--- config.mk ---
export PLATFORM = sky130hd
export DESIGN_NAME = dot_product_accumulator
export DESIGN_NICKNAME = d
export VERILOG_FILES = /design/src/rtl/dot_product_pkg.sv /design/src/rtl/dp_mult_stage.sv /design/src/rtl/dot_product_accumulator.sv
export SDC_FILE = /design/constraint.sdc
export NUM_CORES = 1
export LEC_CHECK = 0
export ABC_CLOCK_PERIOD_IN_PS = 6700
export BUFFER_PORTS_ARGS = -buffer_cell sky130_fd_sc_hd__buf_2
export CELL_PAD_IN_SITES_DETAIL_PLACEMENT = 0
export CELL_PAD_IN_SITES_GLOBAL_PLACEMENT = 1
export CORE_MARGIN = 5
export CORE_UTILIZATION = 46
export CTS_CLUSTER_DIAMETER = 150
export DETAILED_ROUTE_END_ITERATION = 6
export PLACE_DENSITY_LB_ADDON = 0.12
export SYNTH_ARGS = -nofsm -noshare
export SYNTH_HDL_FRONTEND = slang
export SYNTH_SLANG_ARGS = --single-unit
--- constraint.sdc ---
create_clock -name clk -period 6.7 [get_ports clk]
set_input_delay 1.005 -clock clk [delete_from_list [all_inputs] [get_ports clk]]
set_output_delay 1.005 -clock clk [all_outputs]
set_load 0.005 [all_outputs]
--- src/rtl/dot_product_pkg.sv ---
// Shared definitions for the dot-product datapath: FSM states, default
// geometry and the accumulator width derivation.
package dot_product_pkg;

   localparam int DEF_DATA_WIDTH   = 8;
   localparam int DEF_VECTOR_WIDTH = 4;
   localparam int DEF_CNT_WIDTH    = 3;

   typedef enum logic [1:0] {
      IDLE  = 2'd0,
      ACCUM = 2'd1,
      DRAIN = 2'd2,
      DONE  = 2'd3
   } state_t;

   // Full-width product plus enough headroom that summing vector_width
   // maximal products can never wrap.
   function automatic int acc_width(input int data_width, input int vector_width);
      return 2 * data_width + $clog2(vector_width);
   endfunction

endpackage

--- src/rtl/dp_mult_stage.sv ---
// Registered unsigned multiplier: the first pipeline stage of the dot product.
// pv_q marks prod_q as holding a product that still has to be accumulated.
module dp_mult_stage
   import dot_product_pkg::*;
#(
   parameter int DATA_WIDTH = DEF_DATA_WIDTH
) (
   input  logic                    clk,
   input  logic                    rst,
   input  logic                    en,
   input  logic [DATA_WIDTH-1:0]   a,
   input  logic [DATA_WIDTH-1:0]   b,
   output logic [2*DATA_WIDTH-1:0] prod_q,
   output logic                    pv_q
);

   // Capture a*b on accepted elements; the valid bit follows en every cycle.
   always_ff @(posedge clk) begin
      if (rst) begin
         prod_q <= '0;
         pv_q   <= 1'b0;
      end else begin
         pv_q <= en;
         if (en) begin
            prod_q <= {{DATA_WIDTH{1'b0}}, a} * {{DATA_WIDTH{1'b0}}, b};
         end
      end
   end

endmodule

--- src/rtl/dot_product_accumulator.sv ---
// Unsigned dot product of the A/B element stream: multiply stage, then
// accumulate, one result per vector with short-vector and sequence flags.
//
// Input handshake: in_valid qualifies a_in/b_in/in_index for one cycle and
// there is no backpressure. Elements are taken only in ACCUM; anything
// presented in IDLE, DRAIN or DONE is dropped. start is taken only in IDLE.
module dot_product_accumulator
   import dot_product_pkg::*;
#(
   parameter int DATA_WIDTH   = DEF_DATA_WIDTH,
   parameter int VECTOR_WIDTH = DEF_VECTOR_WIDTH,
   parameter int CNT_WIDTH    = DEF_CNT_WIDTH,
   parameter int ACC_WIDTH    = acc_width(DATA_WIDTH, VECTOR_WIDTH)
) (
   input  logic                  clk,
   input  logic                  rst,
   input  logic                  start,
   input  logic                  in_valid,
   input  logic [DATA_WIDTH-1:0] a_in,
   input  logic [DATA_WIDTH-1:0] b_in,
   input  logic [CNT_WIDTH-1:0]  in_index,
   input  logic                  in_done,
   output logic                  busy,
   output logic [ACC_WIDTH-1:0]  result,
   output logic                  result_valid,
   output logic                  short_err,
   output logic                  seq_err
);

   localparam int                   PROD_WIDTH = 2 * DATA_WIDTH;
   localparam logic [CNT_WIDTH-1:0] LAST_IDX   = CNT_WIDTH'(VECTOR_WIDTH - 1);

   state_t                state, state_d;
   logic                  accept;
   logic                  seq_hit;
   logic                  short_hit;
   logic                  drain_done;
   logic [CNT_WIDTH-1:0]  count;
   logic [ACC_WIDTH-1:0]  acc;
   logic [PROD_WIDTH-1:0] prod_q;
   logic                  pv_q;

   dp_mult_stage #(
      .DATA_WIDTH (DATA_WIDTH)
   ) u_mult (
      .clk    (clk),
      .rst    (rst),
      .en     (accept),
      .a      (a_in),
      .b      (b_in),
      .prod_q (prod_q),
      .pv_q   (pv_q)
   );

   // State register.
   always_ff @(posedge clk) begin
      if (rst) state <= IDLE;
      else     state <= state_d;
   end

   // Next state and per-cycle control. DRAIN holds until the product stage
   // is empty so the result is taken from a fully settled accumulator.
   always_comb begin
      state_d    = state;
      accept     = 1'b0;
      seq_hit    = 1'b0;
      short_hit  = 1'b0;
      drain_done = 1'b0;
      case (state)
         IDLE: begin
            if (start) state_d = ACCUM;
         end
         ACCUM: begin
            accept  = in_valid;
            seq_hit = in_valid && (in_index != count);
            if (in_valid && (count == LAST_IDX)) begin
               state_d = DRAIN;
            end else if (in_done) begin
               // The element (if any) is counted first; fewer than
               // VECTOR_WIDTH elements remain seen, so the vector is short.
               short_hit = 1'b1;
               state_d   = DRAIN;
            end
         end
         DRAIN: begin
            if (!pv_q) begin
               drain_done = 1'b1;
               state_d    = DONE;
            end
         end
         DONE: begin
            state_d = IDLE;
         end
         default: state_d = IDLE;
      endcase
   end

   // Counter, accumulator, result and sticky flags.
   always_ff @(posedge clk) begin
      if (rst) begin
         count        <= '0;
         acc          <= '0;
         result       <= '0;
         result_valid <= 1'b0;
         busy         <= 1'b0;
         short_err    <= 1'b0;
         seq_err      <= 1'b0;
      end else begin
         result_valid <= 1'b0;
         if (state == IDLE && start) begin
            count     <= '0;
            acc       <= '0;
            short_err <= 1'b0;
            seq_err   <= 1'b0;
            busy      <= 1'b1;
         end
         if (accept)    count     <= count + CNT_WIDTH'(1);
         if (seq_hit)   seq_err   <= 1'b1;
         if (short_hit) short_err <= 1'b1;
         if (pv_q)      acc       <= acc + ACC_WIDTH'(prod_q);
         if (drain_done) begin
            result       <= acc;
            result_valid <= 1'b1;
            busy         <= 1'b0;
         end
      end
   end

endmodule

==> metrics.yaml <==
status: "finished clean"
setup.worst_path.start: "a_in[1]"
path_cells: "buf_2 -> and2_1 -> fa_1 -> fa_1 -> fa_1 -> inv_1 -> fa_1 -> inv_1 -> ha_1 -> a21o_1 -> a311o_1 -> a41oi_1 -> a21oi_1 -> xnor2_1 -> a211oi_1"
p_comb_frac: 0.478
yosys_register_bits: 62
regToRegSetupSlack_ps: 4300
max_stage_delay_ps: 540
reg2reg_from: "acc[0]$_SDFFE_PP0P_"
core_area_um2: 10700
io_buffers: 45
dr.pass1.iters: 4
synth.distinct_cells: 49
p_leak_nw: 2.66
endpoint: "u_mult.prod_q[15]$_SDFFE_PP0P_"
hold_violations: 0
routabilityCongestion: 0.862
min_period_ps: 4980
tns_ps: 0
num_vias: 3963
cts_max_path_buffers: 2
rows: 38
cts-root-buf: "clkbuf_8"
place_inst: 737
final_cell_count_no_fill: 753
layout.nets: 727
crit_required_ps: 6950
ys_seq_area_frac: 0.248
cts_tree: "built"
seq_area_um2: 1240
worst-r2r-cell-count: 8
cts-htree-levels: 3
setup_viol: 0
die_width_um: 114
syn_avg_cell_area_um2: 8.86
synth-edff-count: 0
grt-ovfl-total: 0
synth_async_sr_flop_share: 0
cp_max_fo: 8
hold_class: "reg2reg"
wl_mm: 10.8
relSlewSlack: 0.244
switching_power_mw: 0.582
fin_crit_sh: 0.743
yosysWarnings: 0
grt_usage: 0.181
crit_buf_inv: 3
power_mw: 1.45
worstSetupPathDepth: 15
ir_drop_v: 0.000121
synth_nets: 685
timing.rr.end: "acc[10]$_SDFFE_PP0P_"
post_cts_buffers: 0
cp_top_family: "adder cells"
clkSlewWorstSetupHoldPaths_ps: 70
die_area_um2: 13100
grt_pass1_wl_mm: 19.4
fmax_mhz: 201
ant_nets: 0
cts_resized: 0
powerDensity_nw_per_um2: 262
route.detailed.drc: 0
dp_hpwl_mm: 8.71
clkPwrFrac: 0.224
hold_start: "u_mult.prod_q[0]$_SDFFE_PP0P_"
first_global_vias: 4082
nFillCells: 1043
path_common_cell: "fa_1"
drt_iter0_markers: 149
diodes: 0
ioPinCount: 46
via_per_inst: 5.26
netlist_area_um2: 5010
skew_ps: 10.5
wl_per_cell_um: 14.3
start_util: 0.467
worst_slew_pin_slew_ps: 1130
cts_sinks: 62
critPathArrivalTime_ps: 5230
timing.final.max_slew_violations: 0
ctsHoldBuffers: 0
clk_latency_ps: 350
multi_input_area_um2: 3510
grt_max_degree: 37
p_int_mw: 0.872
synthCells: 566
finish.utilization: 0.517
cts_buffers: 9
die_h_um: 114
layout-drive-gt1-share: 0.109
p_seq_frac: 0.298
grt_setup_unrepaired: "no"
crit_slowest_cell: "fa_1"
place_ws_ps: 1350
worst_setup_path_start_kind: "input pin"
synth_flop_cell: "dfxtp_1"
fin_ws_ps: 1720
worst_setup_path_end_kind: "flop"
maxCapViolations: 0
syn2layout_area_growth_pct: 10.9
p_sw_frac: 0.400
antenna_found_initial: 0
worstSetupPathType: "in2reg"
-- synth_stat cells (5+ instances only) --
master    number  share of area
dfxtp_1       62           0.25
nor2b_1        5         0.0062
clkbuf_1      14          0.010
xnor2_1       16          0.028
and2_1        54          0.067
a21o_1         9          0.013
inv_1         52          0.039
a22o_1        20          0.035
a21oi_1       44          0.044
o21ai_0       23          0.023
ha_1          58           0.14
nand2_1       52          0.039
o21a_1         8          0.012
xor2_1         8          0.014
nor2_1        32          0.024
a211oi_1       8          0.012
fa_1          37           0.15
nand3_1       11          0.011
nand2b_1       5         0.0062
and3_1         6         0.0075
-- per-stage QoR --
stage,hold slack (ps),area [µm²]
after global routing,484,5560
after floorplan,436,5010
after global placement,449,5370
after CTS,460,5560
final,459,5560
after detailed placement,451,5370
-- cell families after synthesis --
| group | Yosys count | share of synthesized area |
|---|---|---|
| AO/OA/AOI/OAI | 137 | 0.183 |
| adder cells (fa/ha/maj) | 95 | 0.292 |
| multiplexers | 3 | 0.00649 |
| buffers and inverters | 69 | 0.0519 |
| AND/OR/NAND/NOR | 176 | 0.177 |
| XOR/XNOR | 24 | 0.0419 |
| flip-flops | 62 | 0.248 |
-- how the worst min path moves through the flow --
stage / end / slack, ps / cells past startpoint
detailed placement: u_mult.prod_q[0]$_SDFFE_PP0P_ / 450 / 2
CTS: u_mult.prod_q[0]$_SDFFE_PP0P_ / 460 / 2
global route: u_mult.prod_q[10]$_SDFFE_PP0P_ / 480 / 2
floorplan: u_mult.prod_q[10]$_SDFFE_PP0P_ / 440 / 2
finish: u_mult.prod_q[0]$_SDFFE_PP0P_ / 460 / 2
global placement: u_mult.prod_q[10]$_SDFFE_PP0P_ / 450 / 2
-- area by class of cell --
type	count	share of cell area
multi-input cells	435	0.632
flip-flops and latches	62	0.223
repair buffers	47	0.0432
inverters	53	0.0358
well taps	140	0.0315
clock buffers	10	0.0230
clock inverters	6	0.0113
-- layout by cell type (no fill, tap or decap), types with 16 or more instances in the layout --
cell	n
a21oi_1	44
nand2_1	52
ha_1	58
dfxtp_1	62
a22o_1	20
xnor2_1	16
fa_1	37
inv_1	52
nor2_1	32
buf_2	45
and2_1	54
o21ai_0	23
-- flip-flops by register name, summed over array words and instances (netlist names) --
name and cells:
short_err 1, u_mult.prod_q 16, u_mult.pv_q 1, result_valid 1, count 3, seq_err 1
acc 18, busy 1, result 18, state 2
-- power by group through the flow --
| stage | Combinational (mW) | Sequential [mW] | Clock (mW) |
|---|---|---|---|
| final | 0.695 | 0.433 | 0.325 |
| after global routing | 0.808 | 0.437 | 0.349 |
| after CTS | 0.703 | 0.433 | 0.337 |
| after detailed placement | 0.699 | 0.442 | 0 |
| after global placement | 0.687 | 0.440 | 0 |
| after floorplan | 0.556 | 0.430 | 0 |
-- worst reg2reg max path: stages (launching register included) --
cell,delay (ps)
dfxtp_1,350
ha_1,240
fa_1,410
a21o_2,230
a311o_1,370
a21boi_0,280
o21ai_0,160
xnor2_1,150
o21ai_0,90
-- metal layers --
layer / global-route usage / vias to the layer above / wire length (µm)
li1: - / 2022 / -
met1: 0.239 / 1844 / 5110
met3: 0.0285 / 13 / 374
met5: 0 / - / 0
met4: 0.0483 / 0 / 157
met2: 0.308 / 84 / 5160
No activity file was read; power rests on OpenSTA's default activity.
